===== src/rtl/dead_pixel_table.sv =====
// dead_pixel_table
// Dead-pixel coordinate table for the thermal readout path. Entries are
// loaded from EEPROM calibration data and looked up by a sequential scan
// that stops at the first valid matching entry. The lowest index wins when
// coordinates are duplicated.
module dead_pixel_table #(
    parameter int X_W   = 7,
    parameter int Y_W   = 6,
    parameter int DEPTH = 24,
    parameter int IDX_W = 5
) (
    input  logic             clk,
    input  logic             rst,
    input  logic             wr_en,
    input  logic [IDX_W-1:0] wr_idx,
    input  logic [X_W-1:0]   wr_x,
    input  logic [Y_W-1:0]   wr_y,
    input  logic             wr_valid,
    input  logic             clr_all,
    input  logic             lk_req,
    input  logic [X_W-1:0]   lk_x,
    input  logic [Y_W-1:0]   lk_y,
    output logic             lk_busy,
    output logic             lk_done,
    output logic             lk_hit,
    output logic [IDX_W-1:0] lk_idx,
    output logic [IDX_W:0]   count
);

    // Index of the last entry; the scan ends with a miss after comparing it.
    localparam logic [IDX_W-1:0] LAST_IDX = IDX_W'(DEPTH - 1);
    // Table depth at the width of count, for the write range check.
    localparam logic [IDX_W:0]   DEPTH_W  = (IDX_W + 1)'(DEPTH);

    typedef enum logic [1:0] {
        ST_IDLE = 2'd0,
        ST_SCAN = 2'd1,
        ST_DONE = 2'd2
    } state_t;

    // Entry matches only when it is valid and both coordinates are equal.
    function automatic logic coord_match(
        input logic           entry_valid,
        input logic [X_W-1:0] entry_x,
        input logic [Y_W-1:0] entry_y,
        input logic [X_W-1:0] key_x,
        input logic [Y_W-1:0] key_y
    );
        return entry_valid && (entry_x == key_x) && (entry_y == key_y);
    endfunction

    // Table storage; coordinates are deliberately not reset.
    logic             valid_r [DEPTH];
    logic [X_W-1:0]   x_r     [DEPTH];
    logic [Y_W-1:0]   y_r     [DEPTH];
    logic [IDX_W:0]   count_r;

    // Lookup engine state.
    state_t           state_r;
    state_t           state_nxt_s;
    logic [IDX_W-1:0] scan_idx_r;
    logic [IDX_W-1:0] scan_idx_nxt_s;
    logic [X_W-1:0]   key_x_r;
    logic [X_W-1:0]   key_x_nxt_s;
    logic [Y_W-1:0]   key_y_r;
    logic [Y_W-1:0]   key_y_nxt_s;
    logic             hit_r;
    logic             hit_nxt_s;
    logic [IDX_W-1:0] idx_r;
    logic [IDX_W-1:0] idx_nxt_s;

    logic             wr_in_range_s;
    logic             wr_apply_s;
    logic [IDX_W:0]   count_nxt_s;
    logic             entry_match_s;

    // Out-of-range writes are dropped; a bulk clear overrides any write.
    always_comb begin
        wr_in_range_s = ({1'b0, wr_idx} < DEPTH_W);
        wr_apply_s    = wr_en && wr_in_range_s && !clr_all;
    end

    // Occupancy changes only when an entry's valid bit actually flips.
    always_comb begin
        count_nxt_s = count_r;
        if (wr_apply_s) begin
            if (wr_valid && !valid_r[wr_idx]) begin
                count_nxt_s = count_r + (IDX_W + 1)'(1);
            end else if (!wr_valid && valid_r[wr_idx]) begin
                count_nxt_s = count_r - (IDX_W + 1)'(1);
            end else begin
                count_nxt_s = count_r;
            end
        end else begin
            count_nxt_s = count_r;
        end
    end

    // Valid bits and occupancy count, cleared by reset or bulk clear.
    always_ff @(posedge clk) begin
        if (rst) begin
            for (int i = 0; i < DEPTH; i++) begin
                valid_r[i] <= 1'b0;
            end
            count_r <= {(IDX_W + 1){1'b0}};
        end else if (clr_all) begin
            for (int i = 0; i < DEPTH; i++) begin
                valid_r[i] <= 1'b0;
            end
            count_r <= {(IDX_W + 1){1'b0}};
        end else begin
            if (wr_apply_s) begin
                valid_r[wr_idx] <= wr_valid;
            end
            count_r <= count_nxt_s;
        end
    end

    // Coordinate storage; invalidating writes leave the old coordinate.
    always_ff @(posedge clk) begin
        if (wr_apply_s && wr_valid) begin
            x_r[wr_idx] <= wr_x;
            y_r[wr_idx] <= wr_y;
        end
    end

    // Compare the entry under the scan pointer against the latched key,
    // using table contents registered before this edge.
    always_comb begin
        entry_match_s = coord_match(valid_r[scan_idx_r], x_r[scan_idx_r],
                                    y_r[scan_idx_r], key_x_r, key_y_r);
    end

    // Scan FSM next-state and result computation.
    always_comb begin
        state_nxt_s    = state_r;
        scan_idx_nxt_s = scan_idx_r;
        key_x_nxt_s    = key_x_r;
        key_y_nxt_s    = key_y_r;
        hit_nxt_s      = hit_r;
        idx_nxt_s      = idx_r;
        case (state_r)
            ST_IDLE: begin
                if (lk_req) begin
                    state_nxt_s    = ST_SCAN;
                    key_x_nxt_s    = lk_x;
                    key_y_nxt_s    = lk_y;
                    scan_idx_nxt_s = {IDX_W{1'b0}};
                end else begin
                    state_nxt_s    = ST_IDLE;
                end
            end
            ST_SCAN: begin
                if (entry_match_s) begin
                    hit_nxt_s   = 1'b1;
                    idx_nxt_s   = scan_idx_r;
                    state_nxt_s = ST_DONE;
                end else if (scan_idx_r == LAST_IDX) begin
                    hit_nxt_s   = 1'b0;
                    idx_nxt_s   = {IDX_W{1'b0}};
                    state_nxt_s = ST_DONE;
                end else begin
                    scan_idx_nxt_s = scan_idx_r + IDX_W'(1);
                    state_nxt_s    = ST_SCAN;
                end
            end
            ST_DONE: begin
                state_nxt_s = ST_IDLE;
            end
            default: begin
                state_nxt_s = ST_IDLE;
            end
        endcase
    end

    // Scan FSM registers; reset abandons any scan without a done pulse.
    always_ff @(posedge clk) begin
        if (rst) begin
            state_r    <= ST_IDLE;
            scan_idx_r <= {IDX_W{1'b0}};
            key_x_r    <= {X_W{1'b0}};
            key_y_r    <= {Y_W{1'b0}};
            hit_r      <= 1'b0;
            idx_r      <= {IDX_W{1'b0}};
        end else begin
            state_r    <= state_nxt_s;
            scan_idx_r <= scan_idx_nxt_s;
            key_x_r    <= key_x_nxt_s;
            key_y_r    <= key_y_nxt_s;
            hit_r      <= hit_nxt_s;
            idx_r      <= idx_nxt_s;
        end
    end

    assign lk_busy = (state_r != ST_IDLE);
    assign lk_done = (state_r == ST_DONE);
    assign lk_hit  = hit_r;
    assign lk_idx  = idx_r;
    assign count   = count_r;

endmodule


===== config.mk =====
export PLATFORM = sky130hd
export DESIGN_NAME = dead_pixel_table
export DESIGN_NICKNAME = d
export VERILOG_FILES = /design/src/rtl/dead_pixel_table.sv
export SDC_FILE = /design/constraint.sdc
export NUM_CORES = 1
export LEC_CHECK = 0
export CAP_MARGIN = 20
export CORE_UTILIZATION = 40
export DETAILED_ROUTE_END_ITERATION = 7
export PLACE_DENSITY_LB_ADDON = 0.05
export SLEW_MARGIN = 10
export SYNTH_ARGS = -nofsm -noshare
export SYNTH_HDL_FRONTEND = slang
export SYNTH_SLANG_ARGS = --single-unit

===== constraint.sdc =====
create_clock -name clk -period 5.2 [get_ports clk]
set_clock_uncertainty 0.05 [all_clocks]
set_input_delay 1.3 -clock clk [delete_from_list [all_inputs] [get_ports clk]]
set_output_delay 1.3 -clock clk [all_outputs]
set_load 0.005 [all_outputs]

==> flow_summary.json <==
{
  "cts-resized-gates": 0,
  "cp-start-kind": "input pin",
  "drive_above_1_share": 0.176,
  "syn_area_per_cell_um2": 16.6,
  "antenna_found_initial": 0,
  "root_buffer": "clkbuf_16",
  "use_met2": 0.317,
  "cp_data_arrival_time_ps": 4810,
  "cp-end-kind": "flop",
  "setup_violations": 0,
  "power.leakage_nw": 5.77,
  "p_int_mw": 5.28,
  "busiest_layer": "met2",
  "wl_mm": 38.4,
  "hold_viol": 0,
  "cts_tree": "yes",
  "areaGrowthSynthToFinish_pct": 16.8,
  "design.core.area_um2": 38700,
  "maxCapViolations": 0,
  "setup_tns_ps": 0,
  "place.gp.congestion": 0.795,
  "dpl.hpwl_mm": 24.0,
  "grt_setup_unrepaired": "false",
  "hold_path_class": "flop to flop",
  "tightest_slew_ps": 985,
  "worstPathMaxFanout": 5,
  "power_density_nw_per_um2": 364,
  "rows": 72,
  "synth_edf_count": 344,
  "max_freq_ghz": 0.227,
  "grt_first_pass_wirelength_mm": 57.4,
  "ys.flop_type": "edfxtp_1",
  "grt_util_met1": 0.268,
  "placed_area_um2": 17000,
  "cts-htree-levels": 2,
  "wl_per_cell_um": 24.0,
  "ys_types": 58,
  "cts_buffers": 42,
  "p_switching_mw": 1.41,
  "insertion_delay_ps": 560,
  "post-cts-setup-buffer-count": 0,
  "num_io_pins": 51,
  "antenna_cells": 0,
  "path_common_cell": "a21oi_1",
  "fin_crit_ps": 4410,
  "clkTransAtPathRegs_ps": 60,
  "grt_overflow": 0,
  "track_usage": 0.196,
  "path_class": "input pin to flop",
  "nFillCells": 3353,
  "p_seq_frac": 0.510,
  "ys.warnings.count": 0,
  "critPathRequiredTime_ps": 5600,
  "die_h_um": 200,
  "io_buffers": 50,
  "clock-sinks": 381,
  "drtIter0Drc": 558,
  "synth_cells": 950,
  "dr.pass1.iters": 5,
  "async_flop_share": 0,
  "initial_core_util": 0.406,
  "synth_area_um2": 15700,
  "clkPwrFrac": 0.442,
  "synth_seq_cells": 381,
  "power_mw": 6.69,
  "finish.instance_area_um2": 18400,
  "clock_path_buffers": 3,
  "grt_max_degree": 50,
  "yosysSeqAreaShare": 0.704,
  "relSlewSlack": 0.341,
  "vdd_drop_max_mv": 0.225,
  "power_frac_comb": 0.048,
  "p_sw_frac": 0.210,
  "drv_slew": 0,
  "fin_crit_sh": 0.848,
  "antenna_left": 0,
  "vias_per_cell": 5.37,
  "vias": 8566,
  "cts_hold_buf": 0,
  "dieArea_um2": 40100,
  "grt_pass1_vias": 8778,
  "met3_usage": 0.0296,
  "die_x_um": 200,
  "fin_nets": 1089,
  "cp_cell_sequence": "clkdlybuf4s50_1 > mux4_2 > mux4_2 > a21oi_1 > ha_1 > inv_1 > ha_1 > a21o_1 > a21oi_1 > o21bai_1 > a21oi_1 > xnor2_1 > nand2_1 > xor2_1 > nor2_1",
  "status": "finished clean",
  "cp_slowest_cell": "clkdlybuf4s50_1",
  "drc": 0,
  "max_stage_delay_ps": 630
}
==> final timing paths <==
| check | from | endpoint | slack (ps) | cells after the start |
|---|---|---|---|---|
| setup / recovery | wr_idx[0] | count[5]$_SDFFE_PP0P_ | 790 | 15 |
| hold / removal | lk_hit$_SDFFE_PP0P_ | lk_hit$_SDFFE_PP0P_ | 400 | 2 |
| setup reg to reg | flop | flop | 1020 | 9 |
| hold reg to reg | lk_hit$_SDFFE_PP0P_ | lk_hit$_SDFFE_PP0P_ | 400 | 2 |
==> cells by family after synthesis <==
| group | after synthesis | share of synthesized area |
|---|---|---|
| other | 1 | 0.000238 |
| buffers and inverters | 67 | 0.0212 |
| AO/OA/AOI/OAI | 123 | 0.0501 |
| XOR/XNOR | 20 | 0.0111 |
| AND/OR/NAND/NOR | 199 | 0.0601 |
| adder cells (fa/ha/maj) | 7 | 0.00604 |
| multiplexers | 152 | 0.148 |
| flip-flops | 381 | 0.704 |
==> cell usage after synthesis (all sizes together), types with 3 or more instances <==
library cell,n,area (µm²)
a31oi,4,25.0
o211ai,4,30.0
o221ai,4,35.0
mux2i,81,811
inv,9,33.8
a2111oi,3,26.3
a311oi,3,26.3
nand3b,3,22.5
ha,6,75.1
or3b,3,26.3
buf,32,201
dfxtp,37,741
mux2,8,90.1
nand2b,10,62.6
o21ai,35,175
nand3,20,100
nand4,6,37.5
nor2b,12,75.1
a21oi,33,165
nand2,57,214
a22oi,17,128
a221oi,5,43.8
xnor2,15,131
mux4,63,1420
clkbuf,26,97.6
nor2,70,263
and2,4,25.0
xor2,5,43.8
edfxtp,344,10300
==> flip-flops by register name, summed over array words and instances (netlist names), 5 cells and up, named ones only <==
signal      flops
key_x_r         7
key_y_r         6
lk_idx          5
valid_r        32
count           6
y_r           144
scan_idx_r      5
x_r           168
==> power by group through the flow <==
stage               Combinational [mW]  Clock, mW  Sequential, mW
detailed placement               0.328          0            3.48
global placement                 0.327          0            3.48
floorplan                        0.214          0            3.44
finish                           0.324       2.95            3.41
global route                     0.353       3.14            3.42
CTS                              0.329       3.04            3.41
==> layer usage <==
metal  part of all wire  wire length [µm]
met1               0.44             17000
met2               0.49             18600
met3              0.044              1680
met4              0.027              1040
met5                  0                 0
==> worst max-delay path: cells and delay by family <==
family,cells,cell delay [ps]
buffers and inverters,2,750
AOI/OAI and AO/OA,5,850
muxes,2,1000
adders and majority gates,2,490
and+or+nand+nor,2,130
xor gates and xnor gates,2,290
==> cells in the final DEF, fill, tap and decap left out, types with 7 or more instances in the layout <==
cell type	n
a21oi_1	33
a22oi_1	17
buf_4	52
clkbuf_1	9
clkbuf_16	45
clkdlybuf4s50_1	50
clkinv_1	11
clkinv_2	7
conb_1	8
dfxtp_1	34
edfxtp_1	344
inv_1	9
mux2_2	7
mux2i_1	81
mux4_2	62
nand2_1	57
nand2b_1	10
nand3_1	20
nor2_1	70
nor2b_1	12
o21ai_0	33
xnor2_1	15
==> per-stage QoR <==
step                utilization  hold slack [ps]  setup WS (ps)  cells
floorplan                     -              398            727    957
global placement          0.439              395            175   1519
detailed placement        0.439              397            173   1519
CTS                       0.474              405            759   1596
global route              0.474              428            405   1596
finish                    0.474              403            791   1596
==> area by class of cell <==
class | instances | area (µm²) | area share
Inverter | 9 | 33.8 | 0.00184
Clock inverter | 23 | 204 | 0.0111
Tap cell | 518 | 648 | 0.0353
Multi-Input combinational cell | 509 | 4360 | 0.237
Clock buffer | 54 | 1160 | 0.0631
Sequential cell | 381 | 11100 | 0.603
Timing Repair Buffer | 102 | 891 | 0.0485
(Power assumes the default switching activity.)
